==> src/rtl/miriscv_mem_arbiter.sv <==
// Shares one single-port memory between the miriscv fetch and data ports,
// one outstanding transaction at a time, with a sticky response-timeout flag.
module miriscv_mem_arbiter #(
  parameter int unsigned ADDR_W    = 32,
  parameter int unsigned DATA_W    = 32,
  parameter int unsigned DATA_PRIO = 1,
  parameter int unsigned TIMEOUT   = 255
) (
  input  logic                clk_i,
  input  logic                rst_i,

  input  logic                instr_req_i,
  input  logic [ADDR_W-1:0]   instr_addr_i,
  output logic                instr_gnt_o,
  output logic                instr_rvalid_o,
  output logic [DATA_W-1:0]   instr_rdata_o,

  input  logic                data_req_i,
  input  logic                data_we_i,
  input  logic [DATA_W/8-1:0] data_be_i,
  input  logic [ADDR_W-1:0]   data_addr_i,
  input  logic [DATA_W-1:0]   data_wdata_i,
  output logic                data_gnt_o,
  output logic                data_rvalid_o,
  output logic [DATA_W-1:0]   data_rdata_o,

  output logic                mem_req_o,
  output logic                mem_we_o,
  output logic [DATA_W/8-1:0] mem_be_o,
  output logic [ADDR_W-1:0]   mem_addr_o,
  output logic [DATA_W-1:0]   mem_wdata_o,
  input  logic                mem_gnt_i,
  input  logic                mem_rvalid_i,
  input  logic [DATA_W-1:0]   mem_rdata_i,

  output logic                busy_o,
  output logic                timeout_o
);

  localparam int unsigned CNT_W = (TIMEOUT > 0) ? $clog2(TIMEOUT + 1) : 1;

  typedef enum logic [1:0] {S_IDLE, S_REQ, S_RESP, S_ERR} state_e;
  typedef enum logic {OWN_INSTR, OWN_DATA} owner_e;

  state_e           state;
  owner_e           owner;
  owner_e           last_owner;
  logic [CNT_W-1:0] cnt;
  logic             grant_instr;
  logic             grant_data;
  logic             cnt_hit;

  // Grants are combinational so the requester sees gnt in the same cycle it asks.
  always_comb begin
    grant_instr = 1'b0;
    grant_data  = 1'b0;
    if (state == S_IDLE && !rst_i) begin
      if (instr_req_i && data_req_i) begin
        if (DATA_PRIO != 0 || last_owner == OWN_INSTR) grant_data  = 1'b1;
        else                                           grant_instr = 1'b1;
      end else begin
        grant_instr = instr_req_i;
        grant_data  = data_req_i;
      end
    end
  end

  assign instr_gnt_o = grant_instr;
  assign data_gnt_o  = grant_data;
  assign busy_o      = (state != S_IDLE);
  assign cnt_hit     = (TIMEOUT != 0) && ((32'(cnt) + 32'd1) >= TIMEOUT);

  always_ff @(posedge clk_i) begin
    if (rst_i) begin
      state          <= S_IDLE;
      owner          <= OWN_INSTR;
      last_owner     <= OWN_DATA;
      cnt            <= '0;
      mem_req_o      <= 1'b0;
      mem_we_o       <= 1'b0;
      mem_be_o       <= '0;
      mem_addr_o     <= '0;
      mem_wdata_o    <= '0;
      instr_rvalid_o <= 1'b0;
      instr_rdata_o  <= '0;
      data_rvalid_o  <= 1'b0;
      data_rdata_o   <= '0;
      timeout_o      <= 1'b0;
    end else begin
      instr_rvalid_o <= 1'b0;
      data_rvalid_o  <= 1'b0;
      case (state)
        S_IDLE: begin
          if (grant_data) begin
            state       <= S_REQ;
            mem_req_o   <= 1'b1;
            owner       <= OWN_DATA;
            last_owner  <= OWN_DATA;
            mem_we_o    <= data_we_i;
            mem_be_o    <= data_be_i;
            mem_addr_o  <= data_addr_i;
            mem_wdata_o <= data_wdata_i;
          end else if (grant_instr) begin
            state       <= S_REQ;
            mem_req_o   <= 1'b1;
            owner       <= OWN_INSTR;
            last_owner  <= OWN_INSTR;
            mem_we_o    <= 1'b0;
            mem_be_o    <= '1;
            mem_addr_o  <= instr_addr_i;
            mem_wdata_o <= '0;
          end
        end
        S_REQ: begin
          if (mem_gnt_i) begin
            state     <= S_RESP;
            mem_req_o <= 1'b0;
            cnt       <= '0;
          end
        end
        S_RESP: begin
          if (mem_rvalid_i) begin
            state <= S_IDLE;
            cnt   <= '0;
            if (owner == OWN_DATA) begin
              data_rdata_o  <= mem_rdata_i;
              data_rvalid_o <= 1'b1;
            end else begin
              instr_rdata_o  <= mem_rdata_i;
              instr_rvalid_o <= 1'b1;
            end
          end else begin
            if (cnt != '1) cnt <= cnt + CNT_W'(1);
            if (cnt_hit) begin
              state     <= S_ERR;
              timeout_o <= 1'b1;
            end
          end
        end
        S_ERR: begin
          state <= S_ERR;
        end
        default: state <= S_IDLE;
      endcase
    end
  end

endmodule

==> config.mk <==
export PLATFORM = sky130hd
export DESIGN_NAME = miriscv_mem_arbiter
export DESIGN_NICKNAME = d
export VERILOG_FILES = /design/src/rtl/miriscv_mem_arbiter.sv
export SDC_FILE = /design/constraint.sdc
export NUM_CORES = 1
export LEC_CHECK = 0
export CORE_ASPECT_RATIO = 1.2
export CORE_MARGIN = 1.5
export CORE_UTILIZATION = 36
export DETAILED_ROUTE_END_ITERATION = 16
export PLACE_DENSITY = 0.8
export SYNTH_ARGS = -nofsm -noshare
export SYNTH_HDL_FRONTEND = slang
export SYNTH_SLANG_ARGS = --single-unit
==> constraint.sdc <==
create_clock -name clk_i -period 1.7 [get_ports clk_i]
set_clock_uncertainty 0.1 [all_clocks]
set_input_delay 0.425 -clock clk_i [delete_from_list [all_inputs] [get_ports clk_i]]
set_output_delay 0.425 -clock clk_i [all_outputs]
set_load 0.03 [all_outputs]
==> results.txt <==
hold buffers post-CTS - 0
cells along the critical path - nor3_4 -> nand2_2 -> inv_4 -> buf_6
DRC - 0
Fill cells - 1302
final setup violation count - 7
hold wc startpoint - data_rdata_o[8]
die area - 0.0164 mm2
EDFF count, synth - 0
Slew Limit Headroom - 0.765
Flop pwr share - 0.394
H-tree levels - 4
hold worst-path end - data_rdata_o[8]
status - complete, but fails checks
TritonCTS clock tree - yes
Pwr per Cell Area - 978 mW/mm2
cell taking the most area after synthesis - dfxtp_1
die extent in y - 140 um
asr flop ratio synth - 0
post-synthesis sequential area ratio - 0.526
Clk pin slew, worst setup/hold paths - 0.06 ns
hold depth - 2
CORE AREA - 0.0151 mm2
share of cells above drive strength 1 - 0.208
worst r2r src - state[0]
setup_tns - -0.608 ns
vias per cell - 5.01
violated checks - negative setup slack
critical path type - flop to primary output
Total GRT Usage - 0.217
highest clock rate - 0.537 GHz
final hold viol count - 0
GP Congestion - 0.847
FF+latch count, synth - 148
clock sink count - 148
Switch Pwr - 0.00244 W
slowest stage cell, crit path - dfxtp_4
Leak Pwr - 3.75 nW
CP peak stage delay - 0.37 ns
Vias - 6026
Area after DPL - 0.00891 mm2
Final min period - 1.86 ns
Critical Path Fanout Max - 3
clock tree buffer depth - 2
Power Internal - 0.00697 W
drt wl/cell - 15.8 um
largest cells by area after synthesis - dfxtp_1 53%, nand2_1 13%, a21oi_1 6.4%
min setup slack post-route - -0.161 ns
Syn. warnings - 0
grt total ovfl - 0
R2R Setup Slk - -0.08 ns
DP HPWL - 12600 um
vias in the first global route - 5705
initial core utilization - 0.372
multi-input logic area - 0.00259 mm2
Register Area - 0.00297 mm2
design area - 0.00962 mm2
Max Transition Viols Final - 0
largest net degree at the start of global routing - 62
R2R Path End - cnt[3]
Post-DRT Antenna Nets - 0
row count - 49
clk_lat worst skew - 0.42 ns
Synth cell types - 43
Final Routed Wirelength - 19000 um
Sw Ratio - 0.259
max-cap check violation count - 0
first-iteration detailed-routing DRC count - 285
share of total power in the clock network - 0.440
commonest non-fill, non-tap cells in the layout - 195 x nand2_1, 143 x dfxtp_1, 135 x clkdlybuf4s50_1, 81 x nor2_1, 71 x a21oi_1
most common cell after layout, fill and taps aside - nand2_1
Layout area overhead - 71.0%
Port Buf Inserts - 278
DRT Pass-1 Iters - 6
CP endpoint kind - primary output
top cell type's share of synthesized area - 0.526
cell family with most CP delay - flip-flops
Worst Hold Class - flop to flop
combinational fraction of design power - 0.166
final cycle utilization of the critical path - 1.09
synthesized area - 0.00563 mm2
Die Wd - 117 um
# IOs - 279
crit start category - flop
Mean Syn Cell Area - 8.12 um2
CP Buf/Inv Count - 2
initial antenna violation count - 2
Least-Margin Pin Slew - 0.349 ns
root buffer cell - clkbuf_16
CTS Buf Count - 17
Synth Net Count - 834
first-pass GRT wire length - 27700 um
Worst EP arrival - 1.34 ns
worst r2r path cells - 6
final net count - 1125
Mapped Cells - 693
data required time at the worst endpoint - 1.17 ns
ys flop type - dfxtp_1
Peak supply drop - 654 uV
unrepaired setup endpoints after global routing - true
==> state kept, by name, summed over array words and instances (netlist names), 2 cells and up <==
name           count
mem_addr_o        32
instr_rdata_o     32
data_rdata_o      32
state              2
mem_be_o           4
mem_wdata_o       32
cnt                8
==> cell type report <==
cell class | instances | area share
clock buffer | 20 | 0.0485
timing repair buffer | 329 | 0.324
clock inverter | 12 | 0.0196
tap | 204 | 0.0265
sequential | 148 | 0.309
multi-input combinational | 482 | 0.269
antenna | 2 | 0.000520
inverter | 6 | 0.00260
==> worst max-delay path by stage <==
stage,to,cells after the start,slack (ns),from
3_3_place_gp,cnt[3],6,-0.38,mem_rvalid_i
3_5_place_dp,cnt[3],6,-0.44,mem_rvalid_i
6_report,data_gnt_o,4,-0.16,state[0]
5_1_grt,instr_gnt_o,4,-0.21,state[0]
4_1_cts,data_gnt_o,4,-0.19,state[0]
2_1_floorplan,data_gnt_o,6,-0.07,rst_i
==> timing repair <==
item,CTS,global route
pin swaps,10,9
buffers inserted,5,6
cloned,0,5
hold endpoints to repair,0,0
resized for setup,253,143
endpoints found under the setup margin,146,152
==> worst reg2reg max path, stage by stage (launching register included) <==
cell and delay, ns:
dfxtp_4 0.37, buf_4 0.16, or3b_4 0.40, buf_6 0.14, nor4_4 0.21, nor2_1 0.11
a211oi_1 0.21
==> cell usage after synthesis, types with 2 or more instances <==
library cell    n
buf_2          19
a21o_1          3
a21oi_1        72
nand2_1       197
nor2b_1         3
nand3_1         4
dfxtp_1       148
clkbuf_1       37
and2_1          2
or4_1           2
nand2b_1        4
ha_1            2
o21ai_1         2
a22oi_1        34
a211oi_1        3
inv_1           5
a311oi_1       32
or3_1           2
and3b_1         2
nor2_1         82
nor3_1          7
o22ai_1         4
o21ai_0         6
xnor2_1         2
==> metal layers <==
layer	vias to the layer above	track usage	wire, um
met1	2801	0.217	6770
li1	2952	-	-
met5	-	0	0
met4	0	0.0913	428
met2	243	0.388	9910
met3	30	0.0904	1850
==> cell families (layout without fill, tap and decap cells) <==
kind of cell,count (synthesis),after routing,synth area share
compound gates,164,164,0.192
xor+xnor,2,2,0.00311
fa+ha+maj,2,2,0.00445
buf+inv,63,367,0.0469
flops,148,148,0.526
mux,1,1,0.00178
other cells,0,2,0
simple gates,313,313,0.225
==> power groups by stage <==
| stage | registers [W] | logic [W] | clock network [W] |
|---|---|---|---|
| 3_5_place_dp | 0.00378 | 0.00153 | 0 |
| 4_1_cts | 0.00370 | 0.00151 | 0.00422 |
| 6_report | 0.00371 | 0.00156 | 0.00414 |
| 3_3_place_gp | 0.00377 | 0.00152 | 0 |
| 2_1_floorplan | 0.00404 | 0.000455 | 0 |
| 5_1_grt | 0.00372 | 0.00167 | 0.00436 |
==> stage by stage <==
step	cells	power [W]	worst slack (ns)	hold WS, ns	utilization
global route	1203	0.00975	-0.215	0.371	0.635
global placement	1155	0.00529	-0.377	0.341	0.588
floorplan	693	0.00449	-0.0650	0.384	-
finish	1203	0.00941	-0.161	0.351	0.635
CTS	1191	0.00943	-0.190	0.353	0.637
detailed placement	1155	0.00531	-0.440	0.346	0.588
(Power assumes the default switching activity.)
